File: src/rtl/pet_fsm_param.sv
// pet_fsm_param: parametrised virtual-pet controller with saturating needs, menu cursor, sleep and death.
module pet_fsm_param #(
    parameter int          NUM_NEEDS     = 5,
    parameter int          LVL_W         = 3,
    parameter int          LVL_MAX       = 7,
    parameter int          LVL_INIT      = 5,
    parameter int          DEATH_SUM     = 5,
    parameter logic [33:0] BASE_INTERVAL = 34'h0FFFFFFFF,
    parameter int          SLEEP_TICKS   = 4,
    parameter int          IDX_FEED      = 1,
    parameter int          IDX_SLEEP     = 2,
    parameter int          IDX_PLAY      = 3,
    parameter int          IDX_HEALTH    = 4
) (
    input  logic                         clk,
    input  logic                         reset,
    input  logic                         btn_next,
    input  logic                         btn_act,
    input  logic                         btn_prev,
    input  logic                         test,
    input  logic [2:0]                   color,
    input  logic [1:0]                   time_control,
    input  logic                         luz_n,
    output logic [1:0]                   state_out,
    output logic [$clog2(NUM_NEEDS)-1:0] sel_out,
    output logic [LVL_W-1:0]             level_out,
    output logic [NUM_NEEDS*LVL_W-1:0]   levels_flat,
    output logic                         dead
);
    localparam int SEL_W = $clog2(NUM_NEEDS);
    localparam int SUM_W = $clog2(NUM_NEEDS*LVL_MAX+1);
    localparam int SLP_W = $clog2(SLEEP_TICKS+1);
    localparam logic [LVL_W-1:0] MAX     = LVL_W'(LVL_MAX);
    localparam logic [LVL_W-1:0] INI     = LVL_W'(LVL_INIT);
    localparam logic [LVL_W-1:0] ONE     = LVL_W'(1);
    localparam logic [SEL_W-1:0] LAST    = SEL_W'(NUM_NEEDS-1);
    localparam logic [SEL_W-1:0] S_ONE   = SEL_W'(1);
    localparam logic [SEL_W-1:0] S_FEED  = SEL_W'(IDX_FEED);
    localparam logic [SEL_W-1:0] S_SLEEP = SEL_W'(IDX_SLEEP);
    localparam logic [SEL_W-1:0] S_PLAY  = SEL_W'(IDX_PLAY);
    localparam logic [SLP_W-1:0] SLP_ONE = SLP_W'(1);
    localparam logic [SLP_W-1:0] SLP_END = SLP_W'(SLEEP_TICKS-1);

    typedef enum logic [1:0] {INIT, MENU, SLEEP, DEAD} state_t;

    state_t             state_q, state_d;
    logic [SEL_W-1:0]   sel_q, sel_d;
    logic [LVL_W-1:0]   lvl_q [NUM_NEEDS];
    logic [LVL_W-1:0]   lvl_d [NUM_NEEDS];
    logic [LVL_W-1:0]   dec_l [NUM_NEEDS];
    logic [33:0]        cnt_q, cnt_d, interval;
    logic [2:0]         exp_q, exp_d;
    logic [SLP_W-1:0]   slp_q, slp_d;
    logic [SUM_W-1:0]   sum;
    logic               tick, any_btn;

    function automatic logic [LVL_W-1:0] inc(input logic [LVL_W-1:0] v);
        return (v >= MAX) ? v : v + ONE;
    endfunction

    function automatic logic [LVL_W-1:0] dec(input logic [LVL_W-1:0] v);
        return (v == '0) ? v : v - ONE;
    endfunction

    always_comb begin
        interval = BASE_INTERVAL >> time_control;
        tick     = cnt_q == interval;
        cnt_d    = tick ? '0 : cnt_q + 34'd1;
        any_btn  = btn_next | btn_act | btn_prev;
        sum      = '0;
        for (int i = 0; i < NUM_NEEDS; i++) begin
            sum      = sum + SUM_W'(lvl_q[i]);
            dec_l[i] = (tick && !test) ? dec(lvl_q[i]) : lvl_q[i];
        end
    end

    always_comb begin
        state_d = state_q;
        sel_d   = sel_q;
        lvl_d   = lvl_q;
        exp_d   = exp_q;
        slp_d   = slp_q;
        case (state_q)
            INIT: if (any_btn) begin
                state_d = MENU;
                sel_d   = '0;
            end
            MENU: if (!test && 32'(sum) < DEATH_SUM) state_d = DEAD;
            else begin
                // act adjustments build on the already-decayed levels
                lvl_d = dec_l;
                if (btn_next) sel_d = (sel_q == LAST) ? '0 : sel_q + S_ONE;
                else if (btn_prev) sel_d = (sel_q == '0) ? LAST : sel_q - S_ONE;
                else if (btn_act) begin
                    if (test) lvl_d[sel_q] = inc(dec_l[sel_q]);
                    else if (sel_q == S_FEED) begin
                        if (dec_l[IDX_FEED] != '0 && dec_l[IDX_FEED] < MAX) begin
                            exp_d = (exp_q == 3'd5) ? 3'd0 : exp_q + 3'd1;
                            if (color == exp_q) lvl_d[IDX_FEED] = inc(dec_l[IDX_FEED]);
                            else begin
                                lvl_d[IDX_FEED]   = dec(dec_l[IDX_FEED]);
                                lvl_d[IDX_HEALTH] = dec(dec_l[IDX_HEALTH]);
                            end
                        end
                    end else if (sel_q == S_SLEEP) begin
                        if (luz_n) begin
                            state_d = SLEEP;
                            slp_d   = '0;
                        end
                    end else if (sel_q == S_PLAY) begin
                        if (dec_l[IDX_PLAY] < MAX) begin
                            lvl_d[IDX_PLAY] = inc(dec_l[IDX_PLAY]);
                            if (dec_l[IDX_FEED] != '0 && dec_l[IDX_SLEEP] != '0) begin
                                lvl_d[IDX_FEED]  = dec(dec_l[IDX_FEED]);
                                lvl_d[IDX_SLEEP] = dec(dec_l[IDX_SLEEP]);
                            end
                        end
                    end else lvl_d[sel_q] = inc(dec_l[sel_q]);
                end
            end
            SLEEP: if (btn_next || btn_prev || !luz_n || lvl_q[IDX_SLEEP] == MAX) state_d = MENU;
            else if (tick) begin
                slp_d = (slp_q == SLP_END) ? '0 : slp_q + SLP_ONE;
                if (slp_q == SLP_END) begin
                    lvl_d[IDX_SLEEP]  = MAX;
                    lvl_d[IDX_HEALTH] = inc(lvl_q[IDX_HEALTH]);
                    state_d           = MENU;
                end
            end
            default: ;
        endcase
    end

    always_ff @(posedge clk) begin
        if (!reset) begin
            state_q <= INIT;
            sel_q   <= '0;
            cnt_q   <= '0;
            exp_q   <= '0;
            slp_q   <= '0;
            for (int i = 0; i < NUM_NEEDS; i++) lvl_q[i] <= INI;
        end else begin
            state_q <= state_d;
            sel_q   <= sel_d;
            cnt_q   <= cnt_d;
            exp_q   <= exp_d;
            slp_q   <= slp_d;
            lvl_q   <= lvl_d;
        end
    end

    always_comb begin
        levels_flat = '0;
        for (int i = 0; i < NUM_NEEDS; i++) levels_flat[i*LVL_W +: LVL_W] = lvl_q[i];
    end

    assign state_out = state_q;
    assign sel_out   = sel_q;
    assign level_out = (state_q == INIT || state_q == DEAD) ? '0 : lvl_q[sel_q];
    assign dead      = state_q == DEAD;
endmodule

File: config.mk
export PLATFORM = sky130hd
export DESIGN_NAME = pet_fsm_param
export DESIGN_NICKNAME = d
export VERILOG_FILES = /design/src/rtl/pet_fsm_param.sv
export SDC_FILE = /design/constraint.sdc
export NUM_CORES = 1
export LEC_CHECK = 0
export CAP_MARGIN = 25
export CORE_ASPECT_RATIO = 0.5
export CORE_MARGIN = 2
export CORE_UTILIZATION = 35
export DETAILED_ROUTE_END_ITERATION = 8
export DONT_BUFFER_PORTS = 1
export PLACE_DENSITY = 0.53
export SETUP_SLACK_MARGIN = 0.4
export SKIP_CTS_REPAIR_TIMING = 1
export SYNTH_ARGS = -nofsm -noshare
export SYNTH_HDL_FRONTEND = slang
export SYNTH_SLANG_ARGS = --single-unit
File: constraint.sdc
create_clock -name clk -period 10.1 [get_ports clk]
set_clock_uncertainty 0.15 [all_clocks]
set_input_delay 1.515 -clock clk [delete_from_list [all_inputs] [get_ports clk]]
set_output_delay 1.515 -clock clk [all_outputs]
set_load 0.03 [all_outputs]
After elaboration in Yosys (flattened, before gate mapping)
Index checks and enable logic that the tools add are counted.
- register bits: 60
- latch bits: 0
- bits in writable memories: 0
- ROM bits: 0
- input port bits: 12
- memories kept: 0
- add/subtract/negate cells: 21
- $mul: 0
- divide/modulo/power cells: 0
- order comparisons: 9
- eq/ne operators: 35
- shift-type cells: 1
- multiplexer cells: 87
- bitwise operators: 8
- reductions and logical operators: 34
- operators by type and width (kind ; number):
    2-to-1 mux 3 bit ; 56
    2-to-1 mux 15 bit ; 5
    adder 34 x 1 -> 34 bit, second input constant ; 1
    == test 34 bit ; 1
    >> shifter 32 x 2 -> 34 bit, first input constant ; 1
    inequality test 3 bit, second input constant ; 10
    zero test 3 bit ; 9
    2-to-1 mux 9 bit ; 3
    subtractor 3 x 1 -> 3 bit, second input constant ; 9
    inequality test 2 bit, second input constant ; 13
    2-to-1 mux 2 bit ; 12
    one-hot mux 3 bit (2 select lines) ; 4
    AND reduction 11 bit ; 2
    adder 3 x 1 -> 3 bit, second input constant ; 7
    binary-select mux 3 bit (select 3 bit) ; 2
    bitwise mux 15 bit ; 1
    >= comparator 3 bit, second input constant ; 4
    2-to-1 mux 6 bit ; 2
    demux 3 bit (select 3 bit) ; 1
    == test 3 x 2 -> 1 bit, second input constant ; 3
    == test 3 bit, second input constant ; 3
    nonzero test 3 bit ; 3
    AND reduction 8 bit ; 1
    adder 5 x 3 -> 6 bit ; 1
    other kinds (25) ; 41

Logic depth before layout (Yosys ltp)
Gate-level depths: netlist (run 1).
- depth in word-level cells: 19
- gate-level depth with buffers: 19
- mapped depth without buffers: 18

Worst setup path before layout (run 1)
No wires, ideal clock.
- path type: input to register
- from: input time_control[0]
- to: register lvl_q (netlist bit levels_flat[1])
- setup time: 0.128 ns
- data arrival time: 4.896 ns
- path slack: 4.927 ns
- stages on the path: 15
- buffers on the path: 1
- cell sequence: nand2b_2 a2111oi_4 o2111ai_4 nor4_4 mux2i_1 inv_2 a2111oi_2 and2_1 ha_1 ha_1 clkbuf_1 nor2b_1 a211o_1 a211oi_1 nor2_1
- word-level cells in the longest chain between the ends: 17
- elaborated cells between the ends (all ways): 22
- RTL lines (what ; RTL line ; RTL):
    start: declaration ; 22 ; input logic [1:0] time_control,
    >> shifter 32 x 2 -> 34 bit (*) ; 66 ; interval = BASE_INTERVAL >> time_control;
    == test 34 bit (*) ; 67 ; tick = cnt_q == interval;
    logical AND 1 bit (*) ; 73 ; dec_l[i] = (tick && !test) ? dec(lvl_q[i]) : lvl_q[i];
    2-to-1 mux 3 bit ; 73 ;
    binary-select mux 3 bit (select 3 bit) ; 95, 118 ;
    2-to-1 mux 3 bit (implied by the code) (2 in a row) ; 95, 118 ;
    adder 3 x 1 -> 3 bit or >= comparator 3 bit (tied branches) ; 58 ; return (v >= MAX) ? v : v + ONE;
    2-to-1 mux 3 bit ; 58 ;
    bitwise mux 15 bit ; 95, 118 ;
    2-to-1 mux 3 bit ; 110 ; end else if (sel_q == S_PLAY) begin
    2-to-1 mux 15 bit ; 105 ; end else if (sel_q == S_SLEEP) begin
    2-to-1 mux 3 bit ; 96 ; else if (sel_q == S_FEED) begin
    2-to-1 mux 15 bit ; 95 ; if (test) lvl_d[sel_q] = inc(dec_l[sel_q]);
    2-to-1 mux 15 bit ; 94 ; else if (btn_act) begin
    2-to-1 mux 15 bit ; 93 ; else if (btn_prev) sel_d = (sel_q == '0) ? LAST : sel_q - S_ONE;
    2-to-1 mux 15 bit (*) ; 92 ; if (btn_next) sel_d = (sel_q == LAST) ? '0 : sel_q + S_ONE;
    end signal: assignment ; 148 ; lvl_q <= lvl_d;
    end: declaration ; 48 ; logic [LVL_W-1:0] lvl_q [NUM_NEEDS];
Mark *: on every way between the ends. The rest lies on a longest branch, timed or not. The select of a mux whose other input is x is not followed.
A chain may end at the register's enable or synchronous reset.

Worst setup path in the final report (run 1)
- from: register lvl_q (netlist bit levels_flat[4])
- to: register lvl_q (netlist bit levels_flat[13])
- word-level cells in the longest chain between the ends: 18
- elaborated cells between the ends (all ways): 32
- RTL lines (what):
    parallel branches: the longest is 18 deep, another holds adder 5 x 3 -> 6 bit
Several ways; the timed one is not identified. The select of a mux whose other input is x is not followed.

==> results of run 1 <==
registers in the layout, summed over array words and instances (netlist names):
| signal | flops |
|---|---|
| cnt_q | 34 |
| exp_q | 3 |
| levels_flat | 15 |
| sel_out | 3 |
| slp_q | 3 |
| state_out | 2 |
stage by stage:
stage                     hold slack, ps  utilization  power [mW]
after floorplan                      260            -       0.985
after global placement               267        0.369        1.22
after detailed placement             278        0.369        1.24
after CTS                            289        0.389        1.58
after global routing                 299        0.389        1.71
final                                286        0.389        1.57
power by group:
group / total [mW] / internal [mW] / leakage (nW) / switching, mW
clock network: 0.327 / 0.195 / 0.147 / 0.132
logic: 0.885 / 0.321 / 1.70 / 0.564
registers: 0.362 / 0.263 / 0.486 / 0.0996
layout by cell type (no fill, tap or decap), types with 3 or more instances in the layout:
| cell type | instances |
|---|---|
| sky130_fd_sc_hd__a211o_1 | 5 |
| sky130_fd_sc_hd__a211oi_1 | 9 |
| sky130_fd_sc_hd__a21o_1 | 3 |
| sky130_fd_sc_hd__a21oi_1 | 52 |
| sky130_fd_sc_hd__a221oi_1 | 3 |
| sky130_fd_sc_hd__a311o_1 | 4 |
| sky130_fd_sc_hd__a31oi_1 | 7 |
| sky130_fd_sc_hd__and2_1 | 8 |
| sky130_fd_sc_hd__and3_1 | 14 |
| sky130_fd_sc_hd__and4_1 | 3 |
| sky130_fd_sc_hd__buf_4 | 9 |
| sky130_fd_sc_hd__clkbuf_16 | 9 |
| sky130_fd_sc_hd__dfxtp_1 | 60 |
| sky130_fd_sc_hd__fa_1 | 8 |
| sky130_fd_sc_hd__ha_1 | 44 |
| sky130_fd_sc_hd__inv_1 | 56 |
| sky130_fd_sc_hd__inv_6 | 4 |
| sky130_fd_sc_hd__mux2i_1 | 14 |
| sky130_fd_sc_hd__nand2_1 | 57 |
| sky130_fd_sc_hd__nand2b_1 | 5 |
| sky130_fd_sc_hd__nand3_1 | 29 |
| sky130_fd_sc_hd__nand4_1 | 16 |
| sky130_fd_sc_hd__nor2_1 | 99 |
| sky130_fd_sc_hd__nor2b_1 | 7 |
| sky130_fd_sc_hd__nor3_1 | 19 |
| sky130_fd_sc_hd__nor4_1 | 3 |
| sky130_fd_sc_hd__nor4_4 | 3 |
| sky130_fd_sc_hd__o2111ai_1 | 5 |
| sky130_fd_sc_hd__o211ai_1 | 5 |
| sky130_fd_sc_hd__o21a_1 | 4 |
| sky130_fd_sc_hd__o21ai_0 | 32 |
| sky130_fd_sc_hd__o221ai_1 | 10 |
| sky130_fd_sc_hd__o22ai_1 | 8 |
| sky130_fd_sc_hd__o31ai_1 | 7 |
| sky130_fd_sc_hd__or2_2 | 3 |
| sky130_fd_sc_hd__or3_1 | 5 |
| sky130_fd_sc_hd__or4_1 | 3 |
| sky130_fd_sc_hd__xnor2_1 | 15 |
| sky130_fd_sc_hd__xor2_1 | 23 |
final cells by class:
cell class	count	area, µm²	area share
timing repair buffer	9	67.6	0.0113
multi-input combinational	576	3920	0.657
inverter	57	214	0.0358
tap	204	255	0.0428
sequential	60	1200	0.201
clock inverter	7	81.3	0.0136
clock buffer	9	225	0.0377
worst min-delay path by stage:
stage,end,slack [ps]
global placement,slp_q[2],270
floorplan,slp_q[2],260
CTS,slp_q[2],290
finish,slp_q[2],290
detailed placement,slp_q[2],280
global route,slp_q[2],300
worst reg2reg max path, cell delays in order, from the launching register on:
cell	delay, ps
sky130_fd_sc_hd__dfxtp_1	730
sky130_fd_sc_hd__inv_1	320
sky130_fd_sc_hd__fa_1	600
sky130_fd_sc_hd__fa_1	450
sky130_fd_sc_hd__fa_1	520
sky130_fd_sc_hd__inv_1	40
sky130_fd_sc_hd__ha_1	200
sky130_fd_sc_hd__inv_1	80
sky130_fd_sc_hd__fa_1	420
sky130_fd_sc_hd__o21ai_0	410
sky130_fd_sc_hd__nor2_1	100
sky130_fd_sc_hd__buf_4	190
sky130_fd_sc_hd__nand2_1	70
sky130_fd_sc_hd__o211a_1	240
sky130_fd_sc_hd__a21boi_1	510
sky130_fd_sc_hd__o2111ai_1	200
sky130_fd_sc_hd__o32ai_1	250
sky130_fd_sc_hd__o21bai_1	150
layer usage:
| layer | share of wire | vias to the layer above | global-route usage |
|---|---|---|---|
| li1 | - | 2590 | - |
| met1 | 0.47 | 2578 | 0.305 |
| met2 | 0.42 | 240 | 0.330 |
| met3 | 0.094 | 39 | 0.0457 |
| met4 | 0.018 | 0 | 0.0665 |
| met5 | 0 | - | 0 |
kinds of logic after synthesis:
| group | share of synthesized area |
|---|---|
| simple gates | 0.257 |
| mux | 0.0344 |
| fa+ha+maj | 0.130 |
| compound gates | 0.236 |
| flops | 0.220 |
| xor+xnor | 0.0610 |
| buf+inv | 0.0608 |
==> impl_results.html, run 1 <==
<table>
<tr><th>Metric</th><th>Value</th></tr>
<tr><th colspan="2">Status</th></tr>
<tr><td>Outcome</td><td>finished, final reports clean</td></tr>
<tr><th colspan="2">Drt</th></tr>
<tr><td>Count of TritonRoute iterations in the first routing pass</td><td>5</td></tr>
<tr><td>WL/cell</td><td>19.2 µm</td></tr>
<tr><td>DRC Markers</td><td>0</td></tr>
<tr><td>Number of design-rule violations left by the first detailed-router iteration</td><td>562</td></tr>
<tr><td>Overall via count from detail_route</td><td>5447</td></tr>
<tr><td>Ratio of routed vias to standard cells</td><td>5.91</td></tr>
<tr><td>Final wirelength</td><td>17.7 mm</td></tr>
<tr><td>Count of antenna-violating nets left after detailed routing</td><td>0</td></tr>
<tr><th colspan="2">STA</th></tr>
<tr><td>Max Clk Rate</td><td>176 MHz</td></tr>
<tr><td>Setup repair after global routing missed its margin</td><td>false</td></tr>
<tr><td>Fin worst setup slack</td><td>4420 ps</td></tr>
<tr><td>Final count of hold timing violations</td><td>0</td></tr>
<tr><td>Number of setup violations in the final report</td><td>0</td></tr>
<tr><td>Headroom to the max-slew limit</td><td>0.347</td></tr>
<tr><td>Minimum period implied by the final worst setup slack</td><td>5680 ps</td></tr>
<tr><td>Pin slew with the least headroom to its limit</td><td>972 ps</td></tr>
<tr><td>Max Transition Viols Final</td><td>0</td></tr>
<tr><td>Setup Total Neg Slack</td><td>0 ps</td></tr>
<tr><td>Fin crit share</td><td>0.563</td></tr>
<tr><th colspan="2">Logic synthesis</th></tr>
<tr><td>Post-synthesis instance area</td><td>5450 µm²</td></tr>
<tr><td>Number of instances in the synthesized netlist</td><td>722</td></tr>
<tr><td>Number of enable flip-flop cells after synthesis</td><td>0</td></tr>
<tr><td>Number of nets in the synthesized netlist</td><td>786</td></tr>
<tr><td>Post-synthesis async set-or-reset flop share</td><td>0</td></tr>
<tr><td>Ranking of synthesized cells by instance count</td><td>sky130_fd_sc_hd__nor2_1 (99), sky130_fd_sc_hd__dfxtp_1 (60), sky130_fd_sc_hd__nand2_1 (57)</td></tr>
<tr><td>Main area contributors after synthesis</td><td>sky130_fd_sc_hd__dfxtp_1 (22%), sky130_fd_sc_hd__ha_1 (10%), sky130_fd_sc_hd__nor2_1 (6.8%)</td></tr>
<tr><td>Cell taking the most area after synthesis</td><td>sky130_fd_sc_hd__dfxtp_1</td></tr>
<tr><td>Number of unique standard cell types used by synthesis</td><td>78</td></tr>
<tr><td>Cell with the most instances after synthesis</td><td>sky130_fd_sc_hd__nor2_1</td></tr>
<tr><td>Main flop type after synthesis</td><td>sky130_fd_sc_hd__dfxtp_1</td></tr>
<tr><td>Count of yosys warnings during synthesis</td><td>0</td></tr>
<tr><td>FF+latch count, synth</td><td>60</td></tr>
<tr><td>Part of the Yosys area used for sequential elements</td><td>0.220</td></tr>
<tr><td>Proportion of netlist area held by the largest area contributor</td><td>0.220</td></tr>
<tr><td>Avg Inst Size Synth</td><td>7.55 µm²</td></tr>
<tr><th colspan="2">Critical path</th></tr>
<tr><td>Cell depth of the worst setup path</td><td>17</td></tr>
<tr><td>Worst r2r dst</td><td>levels_flat[13]</td></tr>
<tr><td>End point of the critical path</td><td>levels_flat[13]</td></tr>
<tr><td>Internal reg-to-reg setup slack</td><td>4420 ps</td></tr>
<tr><td>Most numerous cell on the critical path</td><td>sky130_fd_sc_hd__fa_1</td></tr>
<tr><td>Required time of the worst setup path</td><td>10220 ps</td></tr>
<tr><td>Crit path cell chain</td><td>inv_1 -&gt; fa_1 -&gt; fa_1 -&gt; fa_1 -&gt; inv_1 -&gt; ha_1 -&gt; inv_1 -&gt; fa_1 -&gt; o21ai_0 -&gt; nor2_1 -&gt; buf_4 -&gt; nand2_1 -&gt; o211a_1 -&gt; a21boi_1 -&gt; o2111ai_1 -&gt; o32ai_1 -&gt; o21bai_1</td></tr>
<tr><td>Cell class contributing the biggest share of worst-path delay</td><td>adder cells</td></tr>
<tr><td>Worst Path Max Fanout</td><td>10</td></tr>
<tr><td>Setup crit start</td><td>levels_flat[4]</td></tr>
<tr><td>Crit Reg-Reg Startpoint</td><td>levels_flat[4]</td></tr>
<tr><td>Highest-delay cell along the critical path</td><td>sky130_fd_sc_hd__dfxtp_1</td></tr>
<tr><td>Data arrival time at the worst-slack endpoint</td><td>5800 ps</td></tr>
<tr><td>Count of buffering cells on the critical path with inverters included</td><td>4</td></tr>
<tr><td>Crit. End Element</td><td>flop</td></tr>
<tr><td>Maximum cell stage delay along the critical path</td><td>730 ps</td></tr>
<tr><td>Kind of critical path</td><td>flop to flop</td></tr>
<tr><td>Worst Reg-to-Reg Cells</td><td>17</td></tr>
<tr><td>Launching element type of the critical path</td><td>flop</td></tr>
<tr><th colspan="2">Cells and area</th></tr>
<tr><td>Design Area, Final</td><td>5970 µm²</td></tr>
<tr><td>Share of post-route cells with drive strength above 1</td><td>0.0669</td></tr>
<tr><td>Final Net Count</td><td>777</td></tr>
<tr><td>Final-layout fill cell count</td><td>1613</td></tr>
<tr><td>Area growth syn-to-layout</td><td>9.45%</td></tr>
<tr><td>Final Instance Count excl. Fillers</td><td>922</td></tr>
<tr><td>N_diodes</td><td>0</td></tr>
<tr><th colspan="2">Placed design</th></tr>
<tr><td>I/O Buffers</td><td>0</td></tr>
<tr><td>Placed inst area</td><td>5660 µm²</td></tr>
<tr><td>Worst-case setup slack after placement</td><td>4220 ps</td></tr>
<tr><td>Placed wire-length estimate</td><td>13.1 mm</td></tr>
<tr><td>Final RePlAce weighted congestion</td><td>0.919</td></tr>
<tr><td>Total instance count after detailed placement</td><td>906</td></tr>
<tr><th colspan="2">Floorplan</th></tr>
<tr><td>Io pins</td><td>36</td></tr>
<tr><td>Die Footprint</td><td>16700 µm²</td></tr>
<tr><td>Die boundary width</td><td>181 µm</td></tr>
<tr><td>Vertical die dimension</td><td>92.3 µm</td></tr>
<tr><td>Initial core utilization</td><td>0.356</td></tr>
<tr><td>Number of placement rows</td><td>32</td></tr>
<tr><td>Floorplan Core Area</td><td>15300 µm²</td></tr>
<tr><th colspan="2">Global route</th></tr>
<tr><td>Total grt overflow</td><td>0</td></tr>
<tr><td>Initial antenna violation count</td><td>0</td></tr>
<tr><td>Maximum number of pins on one net before global-route repair</td><td>34</td></tr>
<tr><td>First-pass GRT wire length</td><td>28.4 mm</td></tr>
<tr><td>Number of global-route vias before repair</td><td>5087</td></tr>
<tr><td>Global-route usage over all layers</td><td>0.217</td></tr>
<tr><th colspan="2">Run</th></tr>
<tr><td>Max-cap viol count</td><td>0</td></tr>
<tr><th colspan="2">Clocking</th></tr>
<tr><td>CTS Buffer Depth</td><td>2</td></tr>
<tr><td>Clock Sinks</td><td>60</td></tr>
<tr><td>Library cell used as clock root buffer</td><td>sky130_fd_sc_hd__clkbuf_16</td></tr>
<tr><td>Clock buffer count from CTS</td><td>9</td></tr>
<tr><td>TritonCTS clock tree</td><td>done</td></tr>
<tr><td>Clock H-tree levels</td><td>3</td></tr>
<tr><td>Clock transition at the register clock pins on the worst setup and hold paths after CTS</td><td>70 ps</td></tr>
<tr><td>Worst-Skew Late Latency</td><td>340 ps</td></tr>
<tr><th colspan="2">Hold path</th></tr>
<tr><td>Min-Delay Path Class</td><td>flop to flop</td></tr>
<tr><td>Worst Min Path Start</td><td>slp_q[2]</td></tr>
<tr><td>Hold depth</td><td>2</td></tr>
<tr><th colspan="2">Pwr</th></tr>
<tr><td>Pwr per Cell Area</td><td>264 nW/µm²</td></tr>
<tr><td>Leakage power</td><td>2.34 nW</td></tr>
<tr><td>Maximum vdd ir drop</td><td>0.114 mV</td></tr>
</table>
Power figures use the tool's default switching activity.
==> run 2: changes to the inputs <==
Settings changed: PLACE_DENSITY 0.53 to 0.55.
Clock period 10.1 ns to 4.79 ns, I/O delays scaled along.
==> impl_results.html, run 2 (same netlist as run 1, synthesis figures left out) <==
<table>
<tr><th>Metric</th><th>Value</th></tr>
<tr><th colspan="2">Placed design</th></tr>
<tr><td>Final RePlAce weighted congestion</td><td>0.927</td></tr>
<tr><td>Placed inst area</td><td>5980 µm²</td></tr>
<tr><td>I/O Buffers</td><td>0</td></tr>
<tr><td>Placed wire-length estimate</td><td>14.7 mm</td></tr>
<tr><th colspan="2">Cells and area</th></tr>
<tr><td>Area growth syn-to-layout</td><td>17.8%</td></tr>
<tr><td>Final Net Count</td><td>823</td></tr>
<tr><td>Most used cells in the layout excluding fill and tap cells</td><td>sky130_fd_sc_hd__nor2_1 (97), sky130_fd_sc_hd__nand2_1 (55), sky130_fd_sc_hd__dfxtp_1 (54)</td></tr>
<tr><td>N_diodes</td><td>0</td></tr>
<tr><td>Leading cell type in the layout, fill and taps excluded</td><td>sky130_fd_sc_hd__nor2_1</td></tr>
<tr><td>Fin util</td><td>0.419</td></tr>
<tr><td>Design Area, Final</td><td>6420 µm²</td></tr>
<tr><td>Number of flip-flops under the largest register name</td><td>34</td></tr>
<tr><td>Largest register by flop count</td><td>cnt_q</td></tr>
<tr><td>Share of post-route cells with drive strength above 1</td><td>0.161</td></tr>
<tr><th colspan="2">Global route</th></tr>
<tr><td>First-pass GRT wire length</td><td>29.6 mm</td></tr>
<tr><td>Global-route usage over all layers</td><td>0.231</td></tr>
<tr><td>Maximum number of pins on one net before global-route repair</td><td>34</td></tr>
<tr><td>Total grt overflow</td><td>0</td></tr>
<tr><td>Number of global-route vias before repair</td><td>5238</td></tr>
<tr><td>Initial antenna violation count</td><td>0</td></tr>
<tr><th colspan="2">Drt</th></tr>
<tr><td>Count of TritonRoute iterations in the first routing pass</td><td>5</td></tr>
<tr><td>Ratio of routed vias to standard cells</td><td>5.75</td></tr>
<tr><td>Count of antenna-violating nets left after detailed routing</td><td>0</td></tr>
<tr><td>WL/cell</td><td>20.1 µm</td></tr>
<tr><td>DRC Markers</td><td>0</td></tr>
<tr><td>Number of design-rule violations left by the first detailed-router iteration</td><td>503</td></tr>
<tr><td>Final wirelength</td><td>19.4 mm</td></tr>
<tr><td>Overall via count from detail_route</td><td>5563</td></tr>
<tr><th colspan="2">Pwr</th></tr>
<tr><td>Maximum vdd ir drop</td><td>0.218 mV</td></tr>
<tr><td>Pwr per Cell Area</td><td>580 nW/µm²</td></tr>
<tr><td>Leakage power</td><td>2.57 nW</td></tr>
<tr><td>Total design power</td><td>3.73 mW</td></tr>
<tr><th colspan="2">Floorplan</th></tr>
<tr><td>Die Footprint</td><td>16700 µm²</td></tr>
<tr><td>Floorplan Core Area</td><td>15300 µm²</td></tr>
<tr><td>Number of placement rows</td><td>32</td></tr>
<tr><td>Die boundary width</td><td>181 µm</td></tr>
<tr><td>Io pins</td><td>36</td></tr>
<tr><td>Vertical die dimension</td><td>92.3 µm</td></tr>
<tr><td>Initial core utilization</td><td>0.356</td></tr>
<tr><th colspan="2">Status</th></tr>
<tr><td>Outcome</td><td>finished, final reports clean</td></tr>
<tr><th colspan="2">STA</th></tr>
<tr><td>Setup repair after global routing missed its margin</td><td>true</td></tr>
<tr><td>Setup Total Neg Slack</td><td>0 ps</td></tr>
<tr><td>Final count of hold timing violations</td><td>0</td></tr>
<tr><td>Headroom to the max-slew limit</td><td>0.370</td></tr>
<tr><td>Fin crit share</td><td>0.908</td></tr>
<tr><td>Minimum period implied by the final worst setup slack</td><td>4350 ps</td></tr>
<tr><td>Number of setup violations in the final report</td><td>0</td></tr>
<tr><td>Pin slew with the least headroom to its limit</td><td>934 ps</td></tr>
<tr><td>Max Transition Viols Final</td><td>0</td></tr>
<tr><td>Max Clk Rate</td><td>230 MHz</td></tr>
<tr><th colspan="2">Critical path</th></tr>
<tr><td>Crit. End Element</td><td>flop</td></tr>
<tr><td>Launching element type of the critical path</td><td>flop</td></tr>
<tr><td>Worst Path Max Fanout</td><td>8</td></tr>
<tr><td>Maximum cell stage delay along the critical path</td><td>610 ps</td></tr>
<tr><td>Highest-delay cell along the critical path</td><td>sky130_fd_sc_hd__fa_2</td></tr>
<tr><td>Most numerous cell on the critical path</td><td>sky130_fd_sc_hd__fa_1</td></tr>
<tr><td>Kind of critical path</td><td>flop to flop</td></tr>
<tr><td>Crit path cell chain</td><td>inv_2 -&gt; fa_2 -&gt; fa_1 -&gt; fa_1 -&gt; inv_1 -&gt; ha_1 -&gt; inv_1 -&gt; fa_1 -&gt; nor2_1 -&gt; a31oi_2 -&gt; nor2_2 -&gt; buf_4 -&gt; nor2_4 -&gt; buf_4 -&gt; nand2_1 -&gt; o22ai_1 -&gt; mux2i_1 -&gt; o32ai_2 -&gt; o21bai_1</td></tr>
<tr><td>Required time of the worst setup path</td><td>4870 ps</td></tr>
<tr><td>Data arrival time at the worst-slack endpoint</td><td>4430 ps</td></tr>
<tr><th colspan="2">Clocking</th></tr>
<tr><td>Clock buffer count from CTS</td><td>9</td></tr>
<tr><td>TritonCTS clock tree</td><td>done</td></tr>
<tr><td>Clock transition at the register clock pins on the worst setup and hold paths after CTS</td><td>70 ps</td></tr>
<tr><td>Worst-Skew Late Latency</td><td>350 ps</td></tr>
<tr><td>CTS Buffer Depth</td><td>2</td></tr>
<tr><td>Clock Sinks</td><td>60</td></tr>
<tr><td>Clock H-tree levels</td><td>3</td></tr>
<tr><td>Library cell used as clock root buffer</td><td>sky130_fd_sc_hd__clkbuf_16</td></tr>
<tr><th colspan="2">Run</th></tr>
<tr><td>Max-cap viol count</td><td>0</td></tr>
<tr><th colspan="2">Hold path</th></tr>
<tr><td>Min-Delay Path Class</td><td>flop to flop</td></tr>
</table>
==> run 2: cell count changes in the layout (fill, tap and decap cells not counted), moves of 4 or more <==
cell / previous run / this run
sky130_fd_sc_hd__dfxtp_2: 0 / 6
sky130_fd_sc_hd__dfxtp_1: 60 / 54
sky130_fd_sc_hd__o21ai_0: 32 / 28
sky130_fd_sc_hd__inv_2: 1 / 6
sky130_fd_sc_hd__buf_4: 9 / 53
sky130_fd_sc_hd__inv_1: 56 / 51
sky130_fd_sc_hd__inv_6: 4 / 0
==> run 2: worst paths after layout <==
| check | slack, ps | endpoint | cells past startpoint | from |
|---|---|---|---|---|
| min | 290 | slp_q[2] | 2 | slp_q[2] |
| max reg2reg | 440 | levels_flat[13] | 19 | levels_flat[7] |
| max | 440 | levels_flat[13] | 19 | levels_flat[7] |
| min reg2reg | 290 | slp_q[2] | 2 | slp_q[2] |
==> run 2: layout make-up <==
type	instances	area, µm²
clock buffers	9	225
clock inverters	6	66.3
fillers	1585	8910
inverters	57	214
multi-input cells	576	4030
flip-flops and latches	60	1210
well taps	204	255
repair buffers	55	420
==> run 2: worst max-delay path, delay by kind of cell, from the launching register on <==
family                   cells  cell delay (ps)
adder cells (fa/ha/maj)      5             2020
buffers and inverters        5              600
AO/OA/AOI/OAI                4              490
AND/OR/NAND/NOR              4              450
flip-flops                   1              360
multiplexers                 1              160
==> run 2: stage by stage <==
step                setup WS, ps  hold WS [ps]  instances
floorplan                    411           260        722
global placement             196           268        946
detailed placement           152           277        946
CTS                          113           286        961
global route                 308           308        967
finish                       441           285        967
==> run 2: where the power goes <==
part | total [mW] | switching (mW) | internal (mW) | leakage, nW
registers | 0.627 | 0.0694 | 0.558 | 0.486
clock network | 0.666 | 0.266 | 0.400 | 0.134
logic | 2.43 | 1.49 | 0.947 | 1.95
total | 3.73 | 1.82 | 1.90 | 2.57
==> run 2: per-layer routing <==
metal	vias to the layer above	track usage	wire length, µm
met5	-	0	0
met4	0	0.0699	409
met3	32	0.0651	1620
met2	209	0.361	8620
met1	2647	0.310	8770
li1	2675	-	-
==> run 3: changes to the inputs <==
Settings changed: CTS_CLUSTER_SIZE set to 28.
==> results of run 3 <==
The final DEF is identical to that of run 2; final timing and power are the same.
